===== config.mk =====
export PLATFORM = sky130hd
export DESIGN_NAME = icache_direct_mapped
export DESIGN_NICKNAME = d
export VERILOG_FILES = /design/src/rtl/icache_direct_mapped_pkg.sv /design/src/rtl/icache_direct_mapped_line_array.sv /design/src/rtl/icache_direct_mapped.sv
export SDC_FILE = /design/constraint.sdc
export NUM_CORES = 1
export LEC_CHECK = 0
export ABC_AREA = 0
export BUFFER_PORTS_ARGS = -buffer_cell sky130_fd_sc_hd__buf_2
export CAP_MARGIN = 5
export CORE_AREA = 2 2 314 316
export CTS_CLUSTER_SIZE = 10
export DETAILED_ROUTE_END_ITERATION = 16
export DIE_AREA = 0 0 316 318
export PLACE_DENSITY = 0.69
export SYNTH_ARGS = -nofsm -noshare
export SYNTH_HDL_FRONTEND = slang
export SYNTH_SLANG_ARGS = --single-unit
export TNS_END_PERCENT = 20

===== constraint.sdc =====
create_clock -name clock -period 11.67 [get_ports clock]
set_clock_uncertainty 0.15 [all_clocks]
set_input_delay 1.167 -clock clock [delete_from_list [all_inputs] [get_ports clock]]
set_output_delay 1.167 -clock clock [all_outputs]
set_load 0.02 [all_outputs]

===== src/rtl/icache_direct_mapped_pkg.sv =====
// rtl/icache_direct_mapped_pkg.sv - shared field widths, FSM encodings and word select helper
package icache_direct_mapped_pkg;

    localparam int ADDR_W       = 32;
    localparam int OFFSET_W     = 4;
    localparam int BLOCK_ADDR_W = ADDR_W - OFFSET_W;
    localparam int BLOCK_W      = 128;
    localparam int WORD_W       = 32;
    localparam int WORD_SEL_LSB = 2;
    localparam int WORD_SEL_W   = 2;

    localparam logic [1:0] STATE_IDLE     = 2'd0;
    localparam logic [1:0] STATE_MEM_READ = 2'd1;
    localparam logic [1:0] STATE_UPDATE   = 2'd2;

    function automatic logic [WORD_W-1:0] select_word(
        input logic [BLOCK_W-1:0]    block,
        input logic [WORD_SEL_W-1:0] sel
    );
        return block[WORD_W*sel +: WORD_W];
    endfunction

endpackage


===== src/rtl/icache_direct_mapped_line_array.sv =====
// rtl/icache_direct_mapped_line_array.sv - tag/valid/data storage, one comb read port, one write port
module icache_line_array
    import icache_direct_mapped_pkg::*;
#(
    parameter int INDEX_W = 3,
    parameter int TAG_W   = 28 - INDEX_W
) (
    input  logic               clock,
    input  logic               reset,
    input  logic [INDEX_W-1:0] rd_index,
    output logic               rd_valid,
    output logic [TAG_W-1:0]   rd_tag,
    output logic [BLOCK_W-1:0] rd_data,
    input  logic               wr_en,
    input  logic [INDEX_W-1:0] wr_index,
    input  logic [TAG_W-1:0]   wr_tag,
    input  logic [BLOCK_W-1:0] wr_data
);

    localparam int LINES = 1 << INDEX_W;

    logic [LINES-1:0]   valid_q, valid_d;
    logic [TAG_W-1:0]   tag_q  [LINES];
    logic [TAG_W-1:0]   tag_d  [LINES];
    logic [BLOCK_W-1:0] data_q [LINES];
    logic [BLOCK_W-1:0] data_d [LINES];

    always_comb begin
        valid_d = valid_q;
        tag_d   = tag_q;
        data_d  = data_q;
        if (wr_en) begin
            valid_d[wr_index] = 1'b1;
            tag_d[wr_index]   = wr_tag;
            data_d[wr_index]  = wr_data;
        end
    end

    // Only valid bits are reset; stale tag/data are harmless while their line is invalid.
    always_ff @(posedge clock or posedge reset) begin
        if (reset) begin
            valid_q <= '0;
        end else begin
            valid_q <= valid_d;
        end
    end

    always_ff @(posedge clock) begin
        tag_q  <= tag_d;
        data_q <= data_d;
    end

    assign rd_valid = valid_q[rd_index];
    assign rd_tag   = tag_q[rd_index];
    assign rd_data  = data_q[rd_index];

endmodule


===== src/rtl/icache_direct_mapped.sv =====
// rtl/icache_direct_mapped.sv - direct-mapped read-only instruction cache with block refill FSM
module icache_direct_mapped
    import icache_direct_mapped_pkg::*;
#(
    parameter int INDEX_W = 3
) (
    input  logic                    clock,
    input  logic                    reset,
    input  logic                    cpu_read,
    input  logic [ADDR_W-1:0]       cpu_address,
    output logic [WORD_W-1:0]       cpu_instruction,
    output logic                    cpu_busywait,
    output logic                    mem_read,
    output logic [BLOCK_ADDR_W-1:0] mem_address,
    input  logic [BLOCK_W-1:0]      mem_readdata,
    input  logic                    mem_busywait
);

    localparam int TAG_W = BLOCK_ADDR_W - INDEX_W;

    logic [1:0]              state_q, state_d;
    logic [BLOCK_ADDR_W-1:0] miss_addr_q, miss_addr_d;
    logic                    seen_busy_q, seen_busy_d;

    logic [INDEX_W-1:0]    cpu_index;
    logic [TAG_W-1:0]      cpu_tag;
    logic [WORD_SEL_W-1:0] cpu_word;
    logic                  rd_valid;
    logic [TAG_W-1:0]      rd_tag;
    logic [BLOCK_W-1:0]    rd_data;
    logic                  wr_en;
    logic                  hit;
    logic                  unused_byte_offset;

    assign cpu_index          = cpu_address[OFFSET_W +: INDEX_W];
    assign cpu_tag            = cpu_address[ADDR_W-1 -: TAG_W];
    assign cpu_word           = cpu_address[WORD_SEL_LSB +: WORD_SEL_W];
    assign unused_byte_offset = &{1'b0, cpu_address[1:0]};

    icache_line_array #(
        .INDEX_W (INDEX_W),
        .TAG_W   (TAG_W)
    ) u_line_array (
        .clock    (clock),
        .reset    (reset),
        .rd_index (cpu_index),
        .rd_valid (rd_valid),
        .rd_tag   (rd_tag),
        .rd_data  (rd_data),
        .wr_en    (wr_en),
        .wr_index (miss_addr_q[INDEX_W-1:0]),
        .wr_tag   (miss_addr_q[BLOCK_ADDR_W-1:INDEX_W]),
        .wr_data  (mem_readdata)
    );

    assign hit             = cpu_read & rd_valid & (rd_tag == cpu_tag);
    assign cpu_instruction = hit ? select_word(rd_data, cpu_word) : '0;
    assign cpu_busywait    = (state_q != STATE_IDLE) | (cpu_read & ~hit);
    assign mem_read        = (state_q == STATE_MEM_READ);
    assign mem_address     = miss_addr_q;

    // Memory may hold busywait low for a cycle or two after mem_read rises, so
    // completion only counts once busy has actually been observed.
    always_comb begin
        state_d     = state_q;
        miss_addr_d = miss_addr_q;
        seen_busy_d = seen_busy_q;
        wr_en       = 1'b0;
        case (state_q)
            STATE_IDLE: begin
                if (cpu_read && !hit) begin
                    miss_addr_d = cpu_address[ADDR_W-1:OFFSET_W];
                    seen_busy_d = 1'b0;
                    state_d     = STATE_MEM_READ;
                end
            end
            STATE_MEM_READ: begin
                if (mem_busywait) begin
                    seen_busy_d = 1'b1;
                end else if (seen_busy_q) begin
                    wr_en   = 1'b1;
                    state_d = STATE_UPDATE;
                end
            end
            STATE_UPDATE: begin
                state_d = STATE_IDLE;
            end
            default: begin
                state_d = STATE_IDLE;
            end
        endcase
    end

    always_ff @(posedge clock or posedge reset) begin
        if (reset) begin
            state_q     <= STATE_IDLE;
            miss_addr_q <= '0;
            seen_busy_q <= 1'b0;
        end else begin
            state_q     <= state_d;
            miss_addr_q <= miss_addr_d;
            seen_busy_q <= seen_busy_d;
        end
    end

endmodule

Word level (Yosys, flattened, before mapping)
Index checks and enable logic that the tools add are counted.
Widths: inputs -> output; s select.
Storage, ports and cells
  logic and storage cells: 78
  bits in registers: 1263
  output and inout port bits: 62
Cells by class
  magnitude comparators: 6
  shift-type cells: 1
  equality and inequality tests: 6
  bitwise gates (word level): 8
  reductions and logical operators: 10
  mux-type cells: 27
Operators by type and width (count)
  $bwmux 1024: 1
  $bmux 128 s3: 1
  $demux 128 s3: 1
  $mux 128: 3
  $bwmux 200: 1
  $shiftx 128x8->32: 1
  $bmux 25 s3: 1
  $demux 25 s3: 1
  $mux 25: 3
  $mux 32: 1
  $eq 25x25->1: 1
  $ge 4x4->1 const B: 2
  $lt 3x4->1 const B: 2
  $not 3->4: 2
  $or 8x8->8: 1
  $mux 1: 7
  $mux 2: 3
  $reduce_and 3->1: 2
  $lt 4x1->1 const B: 1
  $ne 2x1->1 const B: 2
  $ne 2x2->1 const B: 2
  $pmux 2 s2: 1
  $reduce_bool 2->1: 2
  $and 1x1->1: 3
  other kinds (11): 13

Depth between registers and ports, before layout
  word-level depth: 10
  depth in mapped cells: 13
  depth with buffers taken out: 7

Cells and area by module
Synthesis repeated with hierarchy kept, for this count alone.
Unflattened totals
  cells, all modules: 1995
  area total of the unflattened synthesis: 48868.1 um2
By module, submodules not included
  icache_line_array: area an instance 46260.6 um2, cells an instance 1804, times used 1
  icache_direct_mapped: area an instance 2607.5 um2, cells an instance 191, times used 1

Least setup slack after synthesis
No wires, ideal clock.
  path kind: input port to flip-flop
  start: input port mem_busywait
  end: register u_line_array.valid_q[1]
  setup time: 131 ps
  slack: -1498 ps
  cell stages on the path: 4
  arrival: 12886 ps
  buffers on the path: 0
  path through: nor3b_1 -> nand2_1 -> nor3_1 -> or2_2
On the way
  longest elaborated chain between the ends: 2
Ends and longest elaborated chain
  from (decl): line icache_direct_mapped.sv:16  | input logic mem_busywait
  $mux 1: line icache_direct_mapped.sv:78  | if (mem_busywait) begin
  $mux 1: line icache_direct_mapped.sv:69  | case (state_q)
  to (signal assigned): line icache_direct_mapped_line_array.sv:44  | valid_q <= valid_d;
  to (decl): line icache_direct_mapped_line_array.sv:22  | logic [LINES-1:0] valid_q, valid_d;
Every way passes these cells.
A chain may end at the register's enable or synchronous reset.

Worst setup path after layout
  start: input port cpu_address[5]
  end: output port cpu_busywait
On the way
  longest elaborated chain between the ends: 9
Ends and longest elaborated chain
  from (decl): line icache_direct_mapped.sv:10  | input logic [ADDR_W-1:0] cpu_address,
  $not 3->4 (not written as such): line icache_direct_mapped_line_array.sv:54  | assign rd_tag = tag_q[rd_index];
  $bmux 25 s3: line icache_direct_mapped_line_array.sv:54
  $mux 25 (not written as such) (2 in series): line icache_direct_mapped_line_array.sv:54
  $eq 25x25->1: line icache_direct_mapped.sv:56  | assign hit = cpu_read & rd_valid & (rd_tag == cpu_tag);
  $and 1x1->1 (*): line icache_direct_mapped.sv:56
  $not 1->1 (*): line icache_direct_mapped.sv:58  | assign cpu_busywait = (state_q != STATE_IDLE) | (cpu_read & ~hit);
  $and 1x1->1 (*): line icache_direct_mapped.sv:58
  $or 1x1->1 (*): line icache_direct_mapped.sv:58
  to (decl): line icache_direct_mapped.sv:12  | output logic cpu_busywait,
Mark *: on every way between the ends. The rest lies on a longest branch, timed or not. The select of a mux whose other input is x is not followed.

==> run_results.csv <==
group,metric,value,unit
outcome,status,"complete, no violations",
timing,relSlewSlack,18.1,%
placed_design,gp_congestion,0.729,
routing,post_drt_wl_per_cell,28.1,um
final_layout,syn2layout_area_growth,14.1,%
cts,clk_latency,740,ps
logic_synthesis,netlist_top_cells_area,"edfxtp_1, mux4_2, dfrtp_1",
timing,setup_violations,0,
pwr,p_leak,0.0178,uW
worst_setup_path,crit_arrival,5640,ps
worst_setup_path,worstSetupPathType,"input pin to output pin",
routing,drc,0,
global_routing,grt_use_total,20.6,%
cts,cts_made_buffers,145,
pwr,power.density,191,mW/mm2
cts,cts-root-buf,"clkbuf_16",
logic_synthesis,yosysWarnings,0,
min_path,hold_path_class,"input pin to async pin",
routing,routed_via_density,5.93,
worst_setup_path,cp.required,10350,ps
global_routing,grt_pass1_vias,22800,
logic_synthesis,ys_seq_area_share,78.2,%
worst_setup_path,path_buf_inv,4,
logic_synthesis,synth_top_area_share,76.2,%
job,drv_cap,0,
pwr,peakVddDrop,0.132,mV
global_routing,grt_pass1_wl,150,mm
routing,first_pass_iters,7,
worst_setup_path,critPathTopFamily,"buffers and inverters",
global_routing,gr-total-overflow,0,
floorplan,start_util,49.5,%
logic_synthesis,synth_area_per_cell,24.8,um2
global_routing,grt_max_degree,117,
cts,cts.sinks,1263,
cts,postCtsHoldBufs,0,
logic_synthesis,syn_inst,1947,
timing,max_freq,144,MHz
timing,fin_setup_tns,0,ps
final_layout,mostFrequentLayoutCell,"edfxtp_1",
floorplan,die_width,316,um
cts,htree_levels,4,
logic_synthesis,netlist_area,0.0482,mm2
timing,hold_viol,0,
worst_setup_path,crit_path_end_kind,"output pin",
logic_synthesis,syn-num-nets,2111,
floorplan,ioPinCount,226,
logic_synthesis,synthDistinctLibCells,39,
worst_setup_path,cp_cell_sequence,"buf_8 > buf_4 > mux4_2 > mux2i_1 > xor2_1 > o2111ai_1 > nor4_1 > nand4_1 > buf_4 > a211o_1 > buf_2",
logic_synthesis,ys.flop_type,"edfxtp_1",
worst_setup_path,crit_fanout,116,
timing,layout_setup_ws,4710,ps
placed_design,dp_hpwl,53.9,mm
placed_design,placement.io_buffers,223,
timing,whs,213,ps
logic_synthesis,yosysTopAreaCell,"edfxtp_1",
timing,rsz0062_at_grt,"no",
worst_setup_path,max_stage_delay,920,ps
cts,cts_tree,"built",
final_layout,finalCoreUtilization,56.5,%
routing,wl,101,mm
final_layout,layout_common_cells,"edfxtp_1, mux4_2, buf_2, clkbuf_16, mux2i_1",
cts,ctsResizeCount,0,
pwr,p_total,10500,uW
global_routing,grt_antenna_before_repair,35,
final_layout,drive_above_1_share,36.1,%
logic_synthesis,synthArstFlopShare,3.09,%
timing,period_needed,6960,ps
cts,clockBufferDepth,3,
logic_synthesis,ys_ff_latch,1263,
routing,drt-initial-drc-count,1891,
cts,clkSlewWorstSetupHoldPaths,60,ps
timing,tightest_slew,1230,ps
final_layout,num-nets-final,2420,
floorplan,die_height,318,um
cts,cts_setup_buffers,0,
floorplan,placementRows,115,
routing,vias,21400,
logic_synthesis,synth_edf_count,1224,
worst_setup_path,crit_top_cell,"buf_4",
routing,postRouteAntennaNets,0,
timing,slew_violations,0,
worst_setup_path,cp_slowest_cell,"buf_4",
floorplan,dieArea,0.100,mm2
floorplan,core_area,0.0974,mm2
timing,period_share,59.6,%
placed_design,dpl_worst_slack,4500,ps
worst_setup_path,cp-start-kind,"input pin",
==> registers in the layout, summed over array words and instances (netlist names) <==
name and count:
u_line_array.valid_q 8, u_line_array.tag_q 200, state_q 2, mem_address 28
seen_busy_q 1, u_line_array.data_q 1024
==> logic make-up after synthesis <==
logic type / after synthesis / synth area share [%]
AND/OR/NAND/NOR: 89 / 0.910
XOR/XNOR: 22 / 0.399
multiplexers: 458 / 19.3
flip-flops: 1263 / 78.2
AO/OA/AOI/OAI: 16 / 0.241
buffers and inverters: 99 / 0.900
==> synthesized netlist by cell type (all sizes together) (2+ instances only) <==
cell,number
nand2,10
nor3,2
or2,8
nand3,3
nor2b,3
a22oi,3
mux4,368
dfrtp,39
mux2i,61
nor2,41
buf,53
nor4,2
nand4,6
inv,2
o21ai,3
o2111ai,3
mux2,29
edfxtp,1224
and4,2
xnor2,5
clkbuf,44
nand2b,6
xor2,17
==> where the power goes <==
group          internal [uW]  total (uW)  leakage [uW]  switching (uW)
registers               5410        5600        0.0115             185
clock network           2320        3970       0.00196            1650
logic                    396         942       0.00435             546
==> through the flow <==
stage	std cells	area (um2)
5_1_grt	3599	55000
2_1_floorplan	1947	48300
3_5_place_dp	3396	50900
6_report	3606	55000
3_3_place_gp	3396	50900
4_1_cts	3597	55000
==> layout make-up <==
cell class                 instances  area, um2
antenna                            9       22.5
inverter                           2       7.51
tap                             1287       1610
multi-input combinational        585      10100
timing repair buffer             259       1450
clock buffer                     190       3910
sequential                      1263      37700
fill                            7018      42400
clock inverter                    11        144
==> worst paths after layout <==
path,depth (start not counted),slack (ps),from,endpoint
worst max-delay path,11,4710,cpu_address[5],cpu_busywait
worst min-delay path,2,210,reset,mem_address[27]
worst max register to register,6,6780,state_q[1],u_line_array.data_q[769]
worst min register to register,1,320,u_line_array.valid_q[3],u_line_array.valid_q[3]
max in group asynchronous,3,10430,reset,mem_address[5]
min in group clock,1,320,u_line_array.valid_q[3],u_line_array.valid_q[3]
==> metal layers <==
metal	track usage (%)	vias up	part of all wire, %
met5	0	-	0.21
met2	33.5	688	51
met1	28.0	11500	41
met4	5.76	32	1.9
met3	4.80	191	6.5
li1	-	8979	-
Note: power is estimated with default switching activity, not from simulation.
